`src/rtl/q_meter_pkg.sv`:
```
// Shared types and sizing helpers for the Q-meter plant responder.
// The bisection controller uses the same counter-width helper.
package q_meter_pkg;

  typedef enum logic [2:0] {
    IDLE   = 3'd0,
    APPLY  = 3'd1,
    SETTLE = 3'd2,
    ACCUM  = 3'd3,
    DONE   = 3'd4
  } q_meter_state_t;

  localparam int Q_METER_WIDTH_DEF    = 10;
  localparam int Q_METER_AVG_LOG2_DEF = 2;

  // Bits needed to hold a down-count starting at n-1 (never less than one bit).
  function automatic int cnt_w(input int n);
    return (n <= 2) ? 1 : $clog2(n);
  endfunction

endpackage

```
`src/rtl/q_meter_down_counter.sv`:
```
// Loadable down counter that stops at zero and flags it.
// Used for the settle delay and the accumulation timeout.
module q_meter_down_counter #(
  parameter int W = 4
) (
  input  logic         clk,
  input  logic         rst,
  input  logic         load_i,
  input  logic [W-1:0] load_val_i,
  input  logic         en_i,
  output logic [W-1:0] count_o,
  output logic         zero_o
);

  logic [W-1:0] count_q;

  always_ff @(posedge clk or posedge rst) begin
    if (rst) begin
      count_q <= '0;
    end else if (load_i) begin
      count_q <= load_val_i;
    end else if (en_i && (count_q != '0)) begin
      count_q <= count_q - W'(1);
    end
  end

  assign count_o = count_q;
  assign zero_o  = (count_q == '0);

endmodule

```
`src/rtl/q_meter.sv`:
```
// Plant-side responder: applies a requested current to the DAC, waits for settling,
// averages 2**AVG_LOG2 ADC Q samples and returns a rounded, saturated result.
//
// Handshake: a request transfers on a rising edge where i_ref_valid && i_ref_ready;
// i_ref is captured on that edge, ready is high only in IDLE and nothing is queued.
module q_meter
  import q_meter_pkg::*;
#(
  parameter int WIDTH          = Q_METER_WIDTH_DEF,
  parameter int AVG_LOG2       = Q_METER_AVG_LOG2_DEF,
  parameter int SETTLE_CYCLES  = 16,
  parameter int TIMEOUT_CYCLES = 1024
) (
  input  logic             clk,
  input  logic             rst,
  input  logic             i_ref_valid,
  output logic             i_ref_ready,
  input  logic [WIDTH-1:0] i_ref,
  output logic [WIDTH-1:0] dac_code,
  input  logic             adc_valid,
  input  logic [WIDTH-1:0] adc_sample,
  output logic [WIDTH-1:0] measured_q,
  output logic             q_valid,
  output logic             timeout,
  output logic             busy,
  output logic [2:0]       dbg_state
);

  localparam int ACC_W  = WIDTH + AVG_LOG2;
  localparam int SCNT_W = AVG_LOG2 + 1;
  localparam int SET_W  = cnt_w(SETTLE_CYCLES);
  localparam int TO_W   = cnt_w(TIMEOUT_CYCLES);
  localparam logic [SCNT_W-1:0] LAST_SAMPLE = SCNT_W'((1 << AVG_LOG2) - 1);
  localparam logic [ACC_W:0]    HALF        = (ACC_W + 1)'((1 << AVG_LOG2) >> 1);
  localparam logic [ACC_W:0]    MAX_Q       = (ACC_W + 1)'((1 << WIDTH) - 1);

  q_meter_state_t    state_q, state_d;
  logic [WIDTH-1:0]  ref_q, dac_q, meas_q;
  logic [ACC_W-1:0]  acc_q, acc_sum;
  logic [SCNT_W-1:0] scnt_q;
  logic              timeout_q;
  logic              xfer, sample, last_sample;
  logic              settle_load, settle_en, settle_zero;
  logic              to_load, to_en, to_zero;
  logic [SET_W-1:0]  settle_cnt;
  logic [TO_W-1:0]   to_cnt;
  logic [ACC_W:0]    rnd;
  logic [WIDTH-1:0]  result;

  assign xfer        = i_ref_valid && i_ref_ready;
  assign sample      = (state_q == ACCUM) && adc_valid;
  assign last_sample = sample && (scnt_q == LAST_SAMPLE);

  always_ff @(posedge clk or posedge rst) begin
    if (rst) state_q <= IDLE;
    else     state_q <= state_d;
  end

  always_comb begin
    state_d = state_q;
    case (state_q)
      IDLE:    if (xfer) state_d = APPLY;
      APPLY:   state_d = SETTLE;
      SETTLE:  if (settle_zero) state_d = ACCUM;
      ACCUM:   if (last_sample || to_zero) state_d = DONE;
      DONE:    state_d = IDLE;
      default: state_d = IDLE;
    endcase
  end

  always_comb begin
    i_ref_ready = (state_q == IDLE);
    busy        = (state_q != IDLE);
    q_valid     = (state_q == DONE);
    settle_load = (state_q == APPLY);
    settle_en   = (state_q == SETTLE);
    to_load     = (state_q == SETTLE) && settle_zero;
    to_en       = (state_q == ACCUM);
  end

  q_meter_down_counter #(.W(SET_W)) u_settle_cnt (
    .clk        (clk),
    .rst        (rst),
    .load_i     (settle_load),
    .load_val_i (SET_W'(SETTLE_CYCLES - 1)),
    .en_i       (settle_en),
    .count_o    (settle_cnt),
    .zero_o     (settle_zero)
  );

  q_meter_down_counter #(.W(TO_W)) u_timeout_cnt (
    .clk        (clk),
    .rst        (rst),
    .load_i     (to_load),
    .load_val_i (TO_W'(TIMEOUT_CYCLES - 1)),
    .en_i       (to_en),
    .count_o    (to_cnt),
    .zero_o     (to_zero)
  );

  // Result includes the sample arriving this cycle so it is ready in DONE alongside q_valid.
  assign acc_sum = acc_q + ACC_W'(adc_sample);
  assign rnd     = ({1'b0, acc_sum} + HALF) >> AVG_LOG2;
  assign result  = (rnd > MAX_Q) ? '1 : rnd[WIDTH-1:0];

  always_ff @(posedge clk or posedge rst) begin
    if (rst) begin
      ref_q     <= '0;
      dac_q     <= '0;
      acc_q     <= '0;
      scnt_q    <= '0;
      meas_q    <= '0;
      timeout_q <= 1'b0;
    end else begin
      if (xfer) ref_q <= i_ref;
      if (state_q == APPLY) dac_q <= ref_q;
      if (to_load) begin
        acc_q  <= '0;
        scnt_q <= '0;
      end else if (sample) begin
        acc_q  <= acc_sum;
        scnt_q <= scnt_q + SCNT_W'(1);
      end
      if ((state_q == ACCUM) && (state_d == DONE)) begin
        meas_q    <= last_sample ? result : '0;
        timeout_q <= !last_sample;
      end
    end
  end

  assign dac_code   = dac_q;
  assign measured_q = meas_q;
  assign timeout    = timeout_q;
  assign dbg_state  = state_q;

endmodule

```
`config.mk`:
```
export PLATFORM = sky130hd
export DESIGN_NAME = q_meter
export DESIGN_NICKNAME = d
export VERILOG_FILES = /design/src/rtl/q_meter_pkg.sv /design/src/rtl/q_meter_down_counter.sv /design/src/rtl/q_meter.sv
export SDC_FILE = /design/constraint.sdc
export NUM_CORES = 1
export LEC_CHECK = 0
export CAP_MARGIN = 0
export CORE_MARGIN = 10
export CORE_UTILIZATION = 54
export CTS_CLUSTER_SIZE = 28
export DETAILED_ROUTE_END_ITERATION = 16
export PLACE_DENSITY = 0.85
export SETUP_SLACK_MARGIN = 0.05
export SKIP_CTS_REPAIR_TIMING = 1
export SYNTH_ARGS = -nofsm -noshare
export SYNTH_HDL_FRONTEND = slang
export SYNTH_SLANG_ARGS = --single-unit
```
`constraint.sdc`:
```
create_clock -name clk -period 3.1 [get_ports clk]
set_clock_uncertainty 0.15 [all_clocks]
set_input_delay 0.465 -clock clk [delete_from_list [all_inputs] [get_ports clk]]
set_output_delay 0.465 -clock clk [all_outputs]
set_load 0.1 [all_outputs]
```
Yosys cells after proc, flatten, opt, wreduce, memory -nomap -nowiden

Index checks and enable logic that the tools add are counted.

Output and inout port bits: 27
Input bits: 24
Logic and storage cells: 53
Register bits after elaboration: 63

Equal/unequal tests: 6
Add/subtract/negate cells: 5
$lt $le $gt $ge: 1
Reductions and logical operators: 18
Mux-type cells: 14

Operators by type and width:

| kind                  | number |
|---|---|
| $mux 10               | 4 |
| $mux 12               | 2 |
| $mux 3                | 5 |
| $add 12x2->13 const B | 1 |
| $add 12x10->12        | 1 |
| $pmux 3 s4            | 1 |
| $gt 11x10->1 const B  | 1 |
| $logic_not 10->1      | 1 |
| $reduce_bool 10->1    | 1 |
| $sub 10x1->10 const B | 1 |
| $eq 3x2->1 const B    | 3 |
| $mux 4                | 2 |
| $logic_and 1x1->1     | 7 |
| $eq 3x3->1 const B    | 2 |
| $reduce_bool 2->1     | 3 |
| $logic_not 4->1       | 1 |
| $reduce_bool 4->1     | 1 |
| $sub 4x1->4 const B   | 1 |
| $add 3x1->3 const B   | 1 |
| $eq 3x1->1 const B    | 1 |
| $logic_not 3->1       | 1 |
| $reduce_bool 3->1     | 1 |
| $logic_not 1->1       | 1 |
| $logic_or 1x1->1      | 1 |

Depth between registers and ports, before layout

Gate-level depths: netlist of run 1.

Word-level depth: 8
Gate-level depth with buffers: 11
Depth with buffers taken out: 11

Modules after synthesis

From an unflattened synthesis of run 1, not the netlist that was laid out.

Cells, all modules: 350
Area, all modules: 3657.3 um^2

Modules (own cells, without submodules):

| module                                | area an instance (um^2) | instances | sequential area each (um^2) | cells each |
|---|---|---|---|---|
| q_meter                               | 2740.1                  | 1         | 1226.2                      | 253 |
| q_meter_down_counter at u_timeout_cnt | 655.6                   | 1         | 250.2                       | 69 |
| q_meter_down_counter at u_settle_cnt  | 261.5                   | 1         | 100.1                       | 28 |

Least setup slack after synthesis of run 1

No wires, ideal clock.

Path type: reg2reg
Start point: register state_q[2] (netlist: dbg_state[2])
End point: register ref_q[0]
Cell stages (with the launch flop): 6
Period minus slack after synthesis: 3679 ps
Required time: 2825 ps
Arrival: 3405 ps
Library setup time: 125 ps
Buffers on the path: 1
Path slack: -579 ps
Path through: dfrtp_1 -> or3_1 -> inv_1 -> and2_1 -> clkbuf_1 -> mux2_2

Word-level cells in the longest chain between the ends: 2

RTL lines:

| what                     | RTL line       | text |
|---|---|---|
| start: declaration       | q_meter.sv:37  | `q_meter_state_t state_q, state_d;` |
| start signal: assignment | q_meter.sv:56  | `else state_q <= state_d;` |
| $logic_not 3->1          | q_meter.sv:72  | `i_ref_ready = (state_q == IDLE);` |
| named net i_ref_ready    | q_meter.sv:17  | `output logic i_ref_ready,` |
| $logic_and 1x1->1        | q_meter.sv:50  | `assign xfer = i_ref_valid && i_ref_ready;` |
| end signal: assignment   | q_meter.sv:115 | `if (xfer) ref_q <= i_ref;` |
| end: declaration         | q_meter.sv:38  | `logic [WIDTH-1:0] ref_q, dac_q, meas_q;` |

The timed path passes the listed nets, and every way through them passes these cells.
A chain may end at the register's enable or synchronous reset.

Final worst setup path of run 1

Start point: input port adc_sample[3]
End point: register meas_q[8] (netlist: measured_q[8])

Word-level cells in the longest chain between the ends: 5

RTL lines:

| what                   | RTL line       | text |
|---|---|---|
| start: declaration     | q_meter.sv:21  | `input logic [WIDTH-1:0] adc_sample,` |
| $add 12x10->12 (*)     | q_meter.sv:102 | `assign acc_sum = acc_q + ACC_W'(adc_sample);` |
| $add 12x2->13 (*)      | q_meter.sv:103 | `assign rnd = ({1'b0, acc_sum} + HALF) >> AVG_LOG2;` |
| $gt 11x10->1           | q_meter.sv:104 | `assign result = (rnd > MAX_Q) ? '1 : rnd[WIDTH-1:0];` |
| $mux 10 (*)            | q_meter.sv:104 |  |
| $mux 10 (*)            | q_meter.sv:125 | `meas_q <= last_sample ? result : '0;` |
| end signal: assignment | q_meter.sv:125 |  |
| end: declaration       | q_meter.sv:38  |  |

Every way passes the cells marked *; elsewhere a longest branch is shown, timed or not.

==> results.toml, run 1 <==
[floorplan]
dieWidth_um = 99.70
io_pins = 51
chipHeight_um = 99.70
core_area_um2 = 6026
num_rows = 28
start_util_pct = 56.91
die_area_um2 = 9939

[detailed_routing]
drtPass1Iterations = 4
drt_iter0_drc = 240
ant_nets = 0
routed_wirelength_mm = 8.790
wl_per_cell_um = 17.48
drcViolationCount = 0
via_per_inst = 5.746
num_vias = 2890

[global_route]
grt_util_all_layers_pct = 17.16
grt_pass1_vias = 2928
grt_max_degree = 37
grt_pass1_wl_mm = 13.96
gr-total-overflow = 0
antenna_found_initial = 0

[yosys]
synth-seq-cells = 63
yosys_most_used_dff = "dfrtp_1"
yosysUniqueCellTypes = 57
synth_nets = 378
synth-async-reset-ratio_pct = 100.0
yosys.area.top_type = "dfrtp_1"
syn_area_um2 = 3430
synth_top_area_share_pct = 45.97
synth_cells = 338
synth_edf_count = 0
syn-mean-instance-area_um2 = 10.15
synth_area_leaders = "dfrtp_1 46%, mux2_2 6.6%, ha_1 5.5%, nand2_1 4.5%, xnor2_1 3.3%"
yosysWarningCount = 0
synth.yosys.seq_area_share_pct = 45.97

[sta]
worst-slew-pin-transition_ns = 0.7568
slew_headroom_pct = 49.44
period_share_pct = 98.49
rsz0062_at_grt = "no"
hold_viol = 0
fmax_mhz = 327.5
setup_viol = 0
period_minus_slack_ns = 3.053
maxSlewViolCount = 0
layout_setup_ws_ns = 0.04669

[run_status]
outcome = "completed"

[place]
routabilityCongestion = 0.9170
io_buffers = 50
placed_cells = 484
hpwl_mm = 6.308
place_ws_ns = -0.3014

[clock_tree]
cts_root_buffer = "clkbuf_8"
clk_pin_slew_ns = 0.07
clock_path_buffers = 2
tritoncts = "yes"
cts.sinks = 63
htree_levels = 3
clk_latency_ns = 0.34
numCtsBuffers = 9

[final_layout]
fin_cells = 503
antennaDiodeCount = 0
fin_nets = 464
final_util_pct = 74.23
final_cell_mix = "60 x dfrtp_1, 59 x buf_4, 41 x nand2_1"
layout-drive-gt1-share_pct = 28.97
area_delta_synth_final_pct = 30.43
nFillCells = 404
mostFrequentLayoutCell = "dfrtp_1"

[setup_path]
path_max_fanout = 4
end_kind = "flip-flop"
required_ns = 3.18
start_kind = "input pin"
critPathKind = "in2reg"
arrival_ns = 3.13

[worst_hold_path]
hp-class = "in2reg"

[flow_run]
cap_violations = 0
-- through the flow --
step                hold slack [ns]  area [µm²]  TNS [ns]
global placement             0.3289        4172    -1.733
floorplan                    0.3177        3442         0
global route                 0.3665        4473         0
detailed placement           0.3292        4172    -2.271
CTS                          0.3577        4383         0
finish                       0.3325        4473         0
-- worst paths after layout --
kind	startpoint	endpoint	slack [ns]	depth (start not counted)
worst max-delay path	adc_sample[3]	measured_q[8]$_DFFE_PP0P_	0.05	11
worst min-delay path	adc_sample[0]	acc_q[0]$_DFFE_PP0P_	0.33	4
worst max register to register	acc_q[0]$_DFFE_PP0P_	measured_q[8]$_DFFE_PP0P_	0.19	11
worst min register to register	measured_q[9]$_DFFE_PP0P_	measured_q[9]$_DFFE_PP0P_	0.35	2
max in group asynchronous	rst	acc_q[11]$_DFFE_PP0P_	1.80	3
min in group asynchronous	rst	dac_code[7]$_DFFE_PP0P_	0.38	2
-- layer usage --
metal / up-vias / wire, µm / part of all wire (%) / GRT usage, %
met4: 0 / 139 / 1.6 / 4.851
li1: 1383 / - / - / -
met5: - / 0 / 0 / 0
met1: 1379 / 3553 / 40 / 19.62
met2: 109 / 4497 / 51 / 29.62
met3: 19 / 600 / 6.8 / 5.813
-- synthesized netlist by cell type (all sizes together), types with 4 or more instances --
library cell and number:
a21oi 11, a22oi 5, clkbuf 8, dfrtp 63, ha 15, inv 19, mux2 20, nand2 41
nand2b 5, nand3 15, nand4 6, nor2 18, nor2b 4, nor3 7, nor4 5, o211ai 4
o21ai 25, or3 4, xnor2 15, xor2 6
-- logic make-up after synthesis --
family / after synthesis / share of synthesized area, %
fa+ha+maj: 16 / 6.056
buf+inv: 28 / 3.101
simple gates: 123 / 19.59
flops: 63 / 45.97
compound gates: 67 / 12.92
mux: 20 / 6.567
xor+xnor: 21 / 5.801
-- sequential cells by signal, indices dropped and copies added, names as in the netlist --
name / count
measured_q: 10
timeout: 1
dac_code: 10
u_timeout_cnt.count_o: 10
dbg_state: 3
acc_q: 12
ref_q: 10
u_settle_cnt.count_o: 4
scnt_q: 3
-- worst max-delay path, cell delays in order --
cell and delay, ns:
clkdlybuf4s50_1 0.41, ha_1 0.35, a21oi_1 0.25, o21ai_1 0.17, o311a_1 0.40, and4b_1 0.28, o21ai_0 0.12, o221ai_2 0.12
buf_4 0.16, nand4_1 0.13, a32o_1 0.29
-- layout make-up --
| cell class | count | area, µm² | share of cell area (%) |
|---|---|---|---|
| clock inverters | 4 | 70.07 | 1.566 |
| flip-flops and latches | 63 | 1580 | 35.33 |
| inverters | 19 | 75.07 | 1.678 |
| well taps | 75 | 93.84 | 2.098 |
| multi-input cells | 247 | 1805 | 40.36 |
| repair buffers | 84 | 706.9 | 15.80 |
| clock buffers | 11 | 141.4 | 3.161 |
Power of run 1 is not shown: default switching activity piles up to over one toggle a cycle in this logic, so the estimate is an artifact.
==> inputs of run 2 (changes only) <==
- CTS_CLUSTER_DIAMETER: not set -> 40
- TNS_END_PERCENT: not set -> 20
==> results of run 2 <==
Same layout as run 1: the final DEF is identical, and so are final timing and power.
Power of run 2 is left out for the same reason.
